File: src/rtl/char_sdpb_clr.sv
// Simple dual-port char RAM with selectable read latency, same-address forwarding
// and a self-timed clear engine that sweeps the whole array to CLEAR_VAL.
module char_sdpb_clr #(
  parameter int                 DATA_W    = 8,
  parameter int                 ADDR_W    = 8,
  parameter int                 READ_MODE = 0,
  parameter int                 WR_FWD    = 1,
  parameter logic [DATA_W-1:0]  CLEAR_VAL = '0
) (
  input  logic              clk,
  input  logic              resetn,
  input  logic              wr_en,
  input  logic [ADDR_W-1:0] wr_addr,
  input  logic [DATA_W-1:0] wr_data,
  input  logic              rd_en,
  input  logic [ADDR_W-1:0] rd_addr,
  output logic [DATA_W-1:0] rd_data,
  output logic              rd_valid,
  input  logic              clr_req,
  output logic              clr_busy,
  output logic              clr_done
);
  localparam int                DEPTH = 2**ADDR_W;
  localparam logic [ADDR_W-1:0] LAST  = '1;

  typedef enum logic [1:0] {S_IDLE, S_CLEAR, S_DONE} state_t;

  state_t              r_state;
  logic [ADDR_W-1:0]   r_ptr;
  logic                r_busy, r_done;
  logic [DATA_W-1:0]   r_mem [DEPTH];
  logic [DATA_W-1:0]   r_ram_q;
  logic                r_v1, r_force1, r_fwd1, r_zero1;
  logic [DATA_W-1:0]   r_fwdd1;

  logic                w_clr;
  logic                w_we;
  logic [ADDR_W-1:0]   w_waddr;
  logic [DATA_W-1:0]   w_wdata;
  logic [DATA_W-1:0]   w_d1;

  // The clear engine owns the write port while sweeping; host writes are dropped.
  assign w_clr   = (r_state == S_CLEAR);
  assign w_we    = w_clr | wr_en;
  assign w_waddr = w_clr ? r_ptr : wr_addr;
  assign w_wdata = w_clr ? CLEAR_VAL : wr_data;

  always_ff @(posedge clk or negedge resetn) begin
    if (!resetn) begin
      r_state <= S_IDLE;
      r_ptr   <= '0;
      r_busy  <= 1'b0;
      r_done  <= 1'b0;
    end else begin
      case (r_state)
        S_IDLE: begin
          r_done <= 1'b0;
          if (clr_req) begin
            r_state <= S_CLEAR;
            r_ptr   <= '0;
            r_busy  <= 1'b1;
          end
        end
        S_CLEAR: begin
          if (r_ptr == LAST) begin
            r_state <= S_DONE;
            r_busy  <= 1'b0;
            r_done  <= 1'b1;
          end else begin
            r_ptr <= r_ptr + 1'b1;
          end
        end
        S_DONE: begin
          r_state <= S_IDLE;
          r_done  <= 1'b0;
        end
        default: r_state <= S_IDLE;
      endcase
    end
  end

  // Block RAM: no reset on the array or its read register (read-first).
  always_ff @(posedge clk) begin
    if (w_we) r_mem[w_waddr] <= w_wdata;
  end

  always_ff @(posedge clk) begin
    if (rd_en) r_ram_q <= r_mem[rd_addr];
  end

  // Side-band flags captured with each read select the post-RAM mux.
  always_ff @(posedge clk or negedge resetn) begin
    if (!resetn) begin
      r_v1     <= 1'b0;
      r_force1 <= 1'b0;
      r_fwd1   <= 1'b0;
      r_fwdd1  <= '0;
      r_zero1  <= 1'b1;
    end else begin
      r_v1 <= rd_en;
      if (rd_en) begin
        r_force1 <= w_clr;
        r_fwd1   <= (WR_FWD != 0) && w_we && (w_waddr == rd_addr);
        r_fwdd1  <= w_wdata;
        r_zero1  <= 1'b0;
      end
    end
  end

  assign w_d1 = r_zero1  ? '0        :
                r_force1 ? CLEAR_VAL :
                r_fwd1   ? r_fwdd1   : r_ram_q;

  generate
    if (READ_MODE == 1) begin : g_pipe
      logic              r_v2;
      logic [DATA_W-1:0] r_rd;
      always_ff @(posedge clk or negedge resetn) begin
        if (!resetn) begin
          r_v2 <= 1'b0;
          r_rd <= '0;
        end else begin
          r_v2 <= r_v1;
          if (r_v1) r_rd <= w_d1;
        end
      end
      assign rd_valid = r_v2;
      assign rd_data  = r_rd;
    end else begin : g_byp
      assign rd_valid = r_v1;
      assign rd_data  = w_d1;
    end
  endgenerate

  assign clr_busy = r_busy;
  assign clr_done = r_done;
endmodule
File: config.mk
export PLATFORM = sky130hd
export DESIGN_NAME = char_sdpb_clr
export DESIGN_NICKNAME = d
export VERILOG_FILES = /design/src/rtl/char_sdpb_clr.sv
export SDC_FILE = /design/constraint.sdc
export NUM_CORES = 2
export LEC_CHECK = 0
export BUFFER_PORTS_ARGS = -buffer_cell sky130_fd_sc_hd__buf_2
export CORE_ASPECT_RATIO = 0.75
export CORE_UTILIZATION = 57
export CTS_CLUSTER_DIAMETER = 80
export DETAILED_ROUTE_END_ITERATION = 10
export PLACE_DENSITY = 0.81
export SLEW_MARGIN = 0
export SYNTH_ARGS = -nofsm -noshare
export SYNTH_HDL_FRONTEND = slang
export SYNTH_SLANG_ARGS = --single-unit
File: constraint.sdc
create_clock -name clk -period 5.63 [get_ports clk]
set_input_delay 1.126 -clock clk [delete_from_list [all_inputs] [get_ports clk]]
set_output_delay 1.126 -clock clk [all_outputs]
set_load 0.05 [all_outputs]
== After elaboration in Yosys (flattened, before gate mapping) ==
Memory sizes are Yosys's and may differ from the RTL's. A register that Yosys moved wholly into a read port is not among the register bits.
Cells that the tools add are included.

* $lt $le $gt $ge: 0
* Equality and inequality tests: 7
* Bitwise logic cells: 1
* Multipliers: 0
* Reductions and logical operators: 9
* Div/mod/pow operators: 0
* $add $sub $neg: 1
* Muxes and demuxes: 18
* Shifts and indexed selects: 0

{| class="wikitable"
|+ Operators by type and width
! kind !! count
|-
| 8-bit two-way mux || 7
|-
| 8-bit case mux with 2 select lines || 1
|-
| 8-bit by 1-bit adder with 8-bit output (second input constant) || 1
|-
| 8-bit == test || 1
|-
| 8-bit == test (second input constant) || 1
|-
| 3-bit AND reduction || 2
|-
| 1-bit two-way mux || 5
|-
| 2-bit two-way mux || 2
|-
| 2-bit inequality test (second input constant) || 2
|-
| 1-bit case mux with 2 select lines || 2
|-
| 2-bit case mux with 2 select lines || 1
|-
| 2-bit AND reduction || 2
|-
| 2-bit nonzero test || 2
|-
| 2-bit by 1-bit == test with 1-bit output (second input constant) || 1
|-
| 2-bit == test (second input constant) || 1
|-
| 2-bit zero test || 1
|-
| 2-bit by 1-bit inequality test with 1-bit output (second input constant) || 1
|-
| 2-bit OR reduction || 1
|-
| 1-bit logical AND || 1
|-
| 1-bit OR || 1
|}

* Bits in registers: 24
* Latch bits: 0
* Bits in read-only memories: 0
* Memories: 1
* Input port bits: 29
* Bits in writable memories: 2048
* Output and inout bits: 11

{| class="wikitable"
|+ Memory list
! memory !! words !! bits a word !! read ports !! clocked after Yosys merged registers in !! wr ports !! RTL line !! source
|-
| r_mem || 256 || 8 || 1 || 1 || 1 || 31 || <nowiki>logic [DATA_W-1:0] r_mem [DEPTH];</nowiki>
|}

== Logic depth before layout (Yosys ltp) ==
* Depth after elaboration: 4
* Depth in mapped cells: 12
* Depth with buffers taken out: 7

== Least setup slack after synthesis ==
Ideal clock, no wire load.

* Path kind: flip-flop to flip-flop
* Start point: register r_state[0]
* End point: memory r_mem[0][0], data pin
* Arrival: 4.584 ns
* Stages on the path, launching flop included: 6
* Setup slack: 0.174 ns
* Buffers on the path: 3
* Required time: 4.758 ns
* Cells stage by stage: dfrtp_1 > nand2b_1 > buf_2 > buf_1 > clkbuf_1 > and2_1

* Word-level cells in the longest chain between the ends: 2

{| class="wikitable"
|+ RTL lines
! element !! RTL line !! source
|-
| start, declared || 28 || <nowiki>state_t r_state;</nowiki>
|-
| start signal, assigned || 50 || <nowiki>r_state <= S_IDLE;</nowiki>
|-
| start signal, assigned || 59 || <nowiki>r_state <= S_CLEAR;</nowiki>
|-
| start signal, assigned || 66 || <nowiki>r_state <= S_DONE;</nowiki>
|-
| 2-bit by 1-bit == test with 1-bit output || 43 || <nowiki>assign w_clr = (r_state == S_CLEAR);</nowiki>
|-
| 8-bit two-way mux || 46 || <nowiki>assign w_wdata = w_clr ? CLEAR_VAL : wr_data;</nowiki>
|-
| named net w_wdata[0] || 39 || <nowiki>logic [DATA_W-1:0] w_wdata;</nowiki>
|-
| end, declared || 31 ||
|}

The timed path passes the listed nets, and every way through them passes these cells.

== Worst setup path in the final report ==
* Start point: register r_state[1]
* End point: memory r_mem[101][0] (enable)

* Word-level cells in the longest chain between the ends: 4
* Elaborated cells between the ends (all ways): 5
* Those cells by class: 1 x eq/ne; 3 x mux; 1 x bitwise

{| class="wikitable"
|+ RTL lines
! element !! RTL line !! source
|-
| 2-bit by 1-bit == test with 1-bit output * || 43 ||
|-
| 1-bit OR || 44 || <nowiki>assign w_we = w_clr | wr_en;</nowiki>
|-
| 1-bit two-way mux || 84 || <nowiki>if (w_we) r_mem[w_waddr] <= w_wdata;</nowiki>
|-
| 1-bit two-way mux (implied by the code) || 84 ||
|}

Mark *: on every way between the ends. The rest lies on a longest branch, timed or not.

==> flow_metrics.py <==
metrics = {
    "run_status": {
        "status": "finished with violations",
        "violations": "DRC",
    },
    "floorplanning": {
        "start_util_pct": 57.57,
        "io_pins": 40,
        "die_area_sq_um": 143800,
        "die_w_um": 437.5,
        "std_cell_rows": 119,
        "die_h_um": 328.7,
        "coreArea_sq_um": 140900,
    },
    "timing": {
        "max_slew_margin_pct": 16.24,
        "finalSetupViolations": 0,
        "clock.fmax_mhz": 224.4,
        "worst_slew_pin_slew_ns": 1.256,
        "setup_tns_ns": 0,
        "hold_violations": 0,
        "drv_slew": 0,
        "fin_crit_ns": 4.456,
        "fin_skew_ns": 0.02863,
        "rsz0062_at_grt": "no",
        "period_share_pct": 79.14,
    },
    "worst_setup_path": {
        "critPathLaunch": "r_state[1]",
        "end_kind": "flop",
        "crit_slowest_cell": "nor2_1",
        "cp_cell_sequence": "nand2b_1 > buf_4 > mux2i_1 > nor2b_1 > nand3_1 > buf_4 > nor2_1",
        "slowest_delay_ns": 0.83,
        "crit_type": "flop to flop",
        "crit_arrival_ns": 4.90,
        "critPathTopFamily": "simple AND/OR/NAND/NOR gates",
        "cp-start-kind": "flop",
        "cp_num_buf_inv": 2,
        "path_common_cell": "buf_4",
        "cp_max_fo": 17,
        "r2r_start": "r_state[1]",
        "critical_path_required_ns": 6.07,
    },
    "cells_and_area": {
        "final_cell_count_no_fill": 5988,
        "drive_gt1_share_pct": 20.93,
        "design_area_sq_um": 89030,
        "nets": 3993,
        "area_growth_syn_to_layout_pct": 9.788,
    },
    "synth": {
        "syn_area_per_cell_sq_um": 20.91,
        "async_flop_share_pct": 1.154,
        "syn_inst": 3879,
        "syn-cell-area_sq_um": 81090,
        "synth_area_leaders": "edfxtp_1 76%, mux4_2 12%, mux2i_1 2.2%",
        "synth_top_area_share_pct": 76.13,
        "ys_ff_latch": 2080,
        "seq_area_frac_synth_pct": 76.88,
        "syn_nets": 3909,
        "yosys_warnings": 0,
        "synth_largest_area_cell": "edfxtp_1",
        "yosys.cell_count.top_type": "edfxtp_1",
        "synth_cell_types": 65,
        "ys_top_cells_by_count": "2056 x edfxtp_1, 426 x mux4_2, 293 x nor2_1, 178 x mux2i_1, 155 x a22oi_1",
        "synth_top_flop_cell": "edfxtp_1",
        "synth_enable_flop_cells": 2056,
    },
    "pwr": {
        "irDropWorstVdd_v": 0.0002916,
        "p_per_area_nw_per_um2": 359.2,
        "totalPowerFinal_mw": 31.98,
        "p_leak_nw": 29.34,
    },
    "clock_tree": {
        "clock_sinks": 2080,
        "root_buffer": "clkbuf_16",
        "cts_resized": 0,
        "cts_buffers": 177,
        "cts_tree": "yes",
        "postCtsSetupRepairBufs": 0,
        "path_clk_slew_ns": 0.07,
        "htreeDepth": 4,
        "cts_buffer_depth": 3,
        "insertion_delay_ns": 0.85,
        "postCtsHoldBufs": 0,
    },
    "placement": {
        "dp_cells": 5659,
        "placed_area_sq_um": 83320,
        "place.gp.congestion": 0.9569,
        "io_buffers": 39,
        "place_hpwl_mm": 118.9,
    },
    "drt": {
        "drc_errors": 14,
        "num_vias": 42060,
        "wl_mm": 203.0,
        "drt_iter0_markers": 7355,
        "ant_nets": 0,
        "avgViaCountPerCell": 7.024,
        "dr.pass1.iters": 11,
        "post_drt_wl_per_cell_um": 33.90,
    },
    "global_routing": {
        "grt_pass1_wl_mm": 291.0,
        "grt_pass1_vias": 40860,
        "antenna_found_initial": 10,
        "grtUsageTotal_pct": 28.40,
        "grt_overflow": 0,
        "grt_max_degree": 241,
    },
    "hold_path": {
        "worstHoldPathType": "input pin to async pin",
    },
    "run": {
        "drv_cap": 0,
    },
}
[final timing paths]
path                                      end  slack, ns  cells after the start
min in group clk                     clr_done       0.48                      2
worst min register to register       clr_done       0.48                      2
worst max-delay path            r_mem[101][0]       1.17                      7
max in group asynchronous          r_fwdd1[5]       4.96                      1
worst min-delay path               r_state[1]       0.29                      1
worst max register to register  r_mem[101][0]       1.17                      7
[power breakdown]
group / total (mW) / internal, mW / leakage [nW] / switching (mW)
clock network: 12.3 / 6.68 / 2.77 / 5.61
registers: 17.2 / 17.1 / 20.5 / 0.117
logic: 2.48 / 0.690 / 6.08 / 1.79
total: 32.0 / 24.5 / 29.3 / 7.52
[cells in the final DEF (no fill, tap or decap), drive strengths merged, types with 17 or more instances in the layout]
cell and instances:
buf 145, nand3 38, mux4 447, nand2 60
a22oi 155, nor4 23, nor3 25, clkinv 76
edfxtp 2056, o22ai 32, dfrtp 23, mux2i 178
nor2 293, bufinv 17, o221ai 38, a21oi 89
clkbuf 214
[worst register-to-register path: stages (launching register included)]
cell and delay, ns:
dfrtp_1 0.40, nand2b_1 0.51, buf_4 0.35, mux2i_1 0.30, nor2b_1 0.61, nand3_1 0.59, buf_4 0.47, nor2_1 0.85
[layer usage]
metal	up-vias	global-route usage, %	part of all wire, %
met1	21640	41.05	37
met4	8	10.77	4.0
met3	521	8.926	15
met5	-	0	0.027
li1	16350	-	-
met2	3542	40.98	44
[registers in the layout, summed over array words and instances, names as in the netlist]
| name | cells |
|---|---|
| r_fwd1 | 1 |
| clr_busy | 1 |
| r_ram_q | 8 |
| r_mem | 2048 |
| rd_valid | 1 |
| clr_done | 1 |
| r_ptr | 8 |
| r_zero1 | 1 |
| r_force1 | 1 |
| r_state | 2 |
| r_fwdd1 | 8 |
[logic make-up after synthesis]
| group | synth area share (%) |
|---|---|
| AO/OA/AOI/OAI | 3.424 |
| multiplexers | 14.89 |
| adder cells (fa/ha/maj) | 0.01543 |
| flip-flops | 76.88 |
| AND/OR/NAND/NOR | 2.774 |
| XOR/XNOR | 0.1296 |
| buffers and inverters | 1.893 |
[metrics by stage]
stage / worst slack [ns] / hold slack, ns / utilization (%)
2_1_floorplan: 0.1741 / 0.4622 / -
3_3_place_gp: 0.7743 / 0.4571 / 59.15
3_5_place_dp: 0.8383 / 0.4624 / 59.15
4_1_cts: 1.351 / 0.2587 / 63.19
5_1_grt: 1.135 / 0.3328 / 63.20
6_report: 1.174 / 0.2878 / 63.21
[layout make-up]
class | count | area (sq um)
diodes | 4 | 10.01
clock buffers | 214 | 4642
clock inverters | 111 | 1050
fillers | 8911 | 51820
inverters | 5 | 18.77
multi-input cells | 1554 | 17280
flip-flops and latches | 2080 | 62340
well taps | 1875 | 2346
repair buffers | 145 | 1349
(Power assumes the default switching activity.)
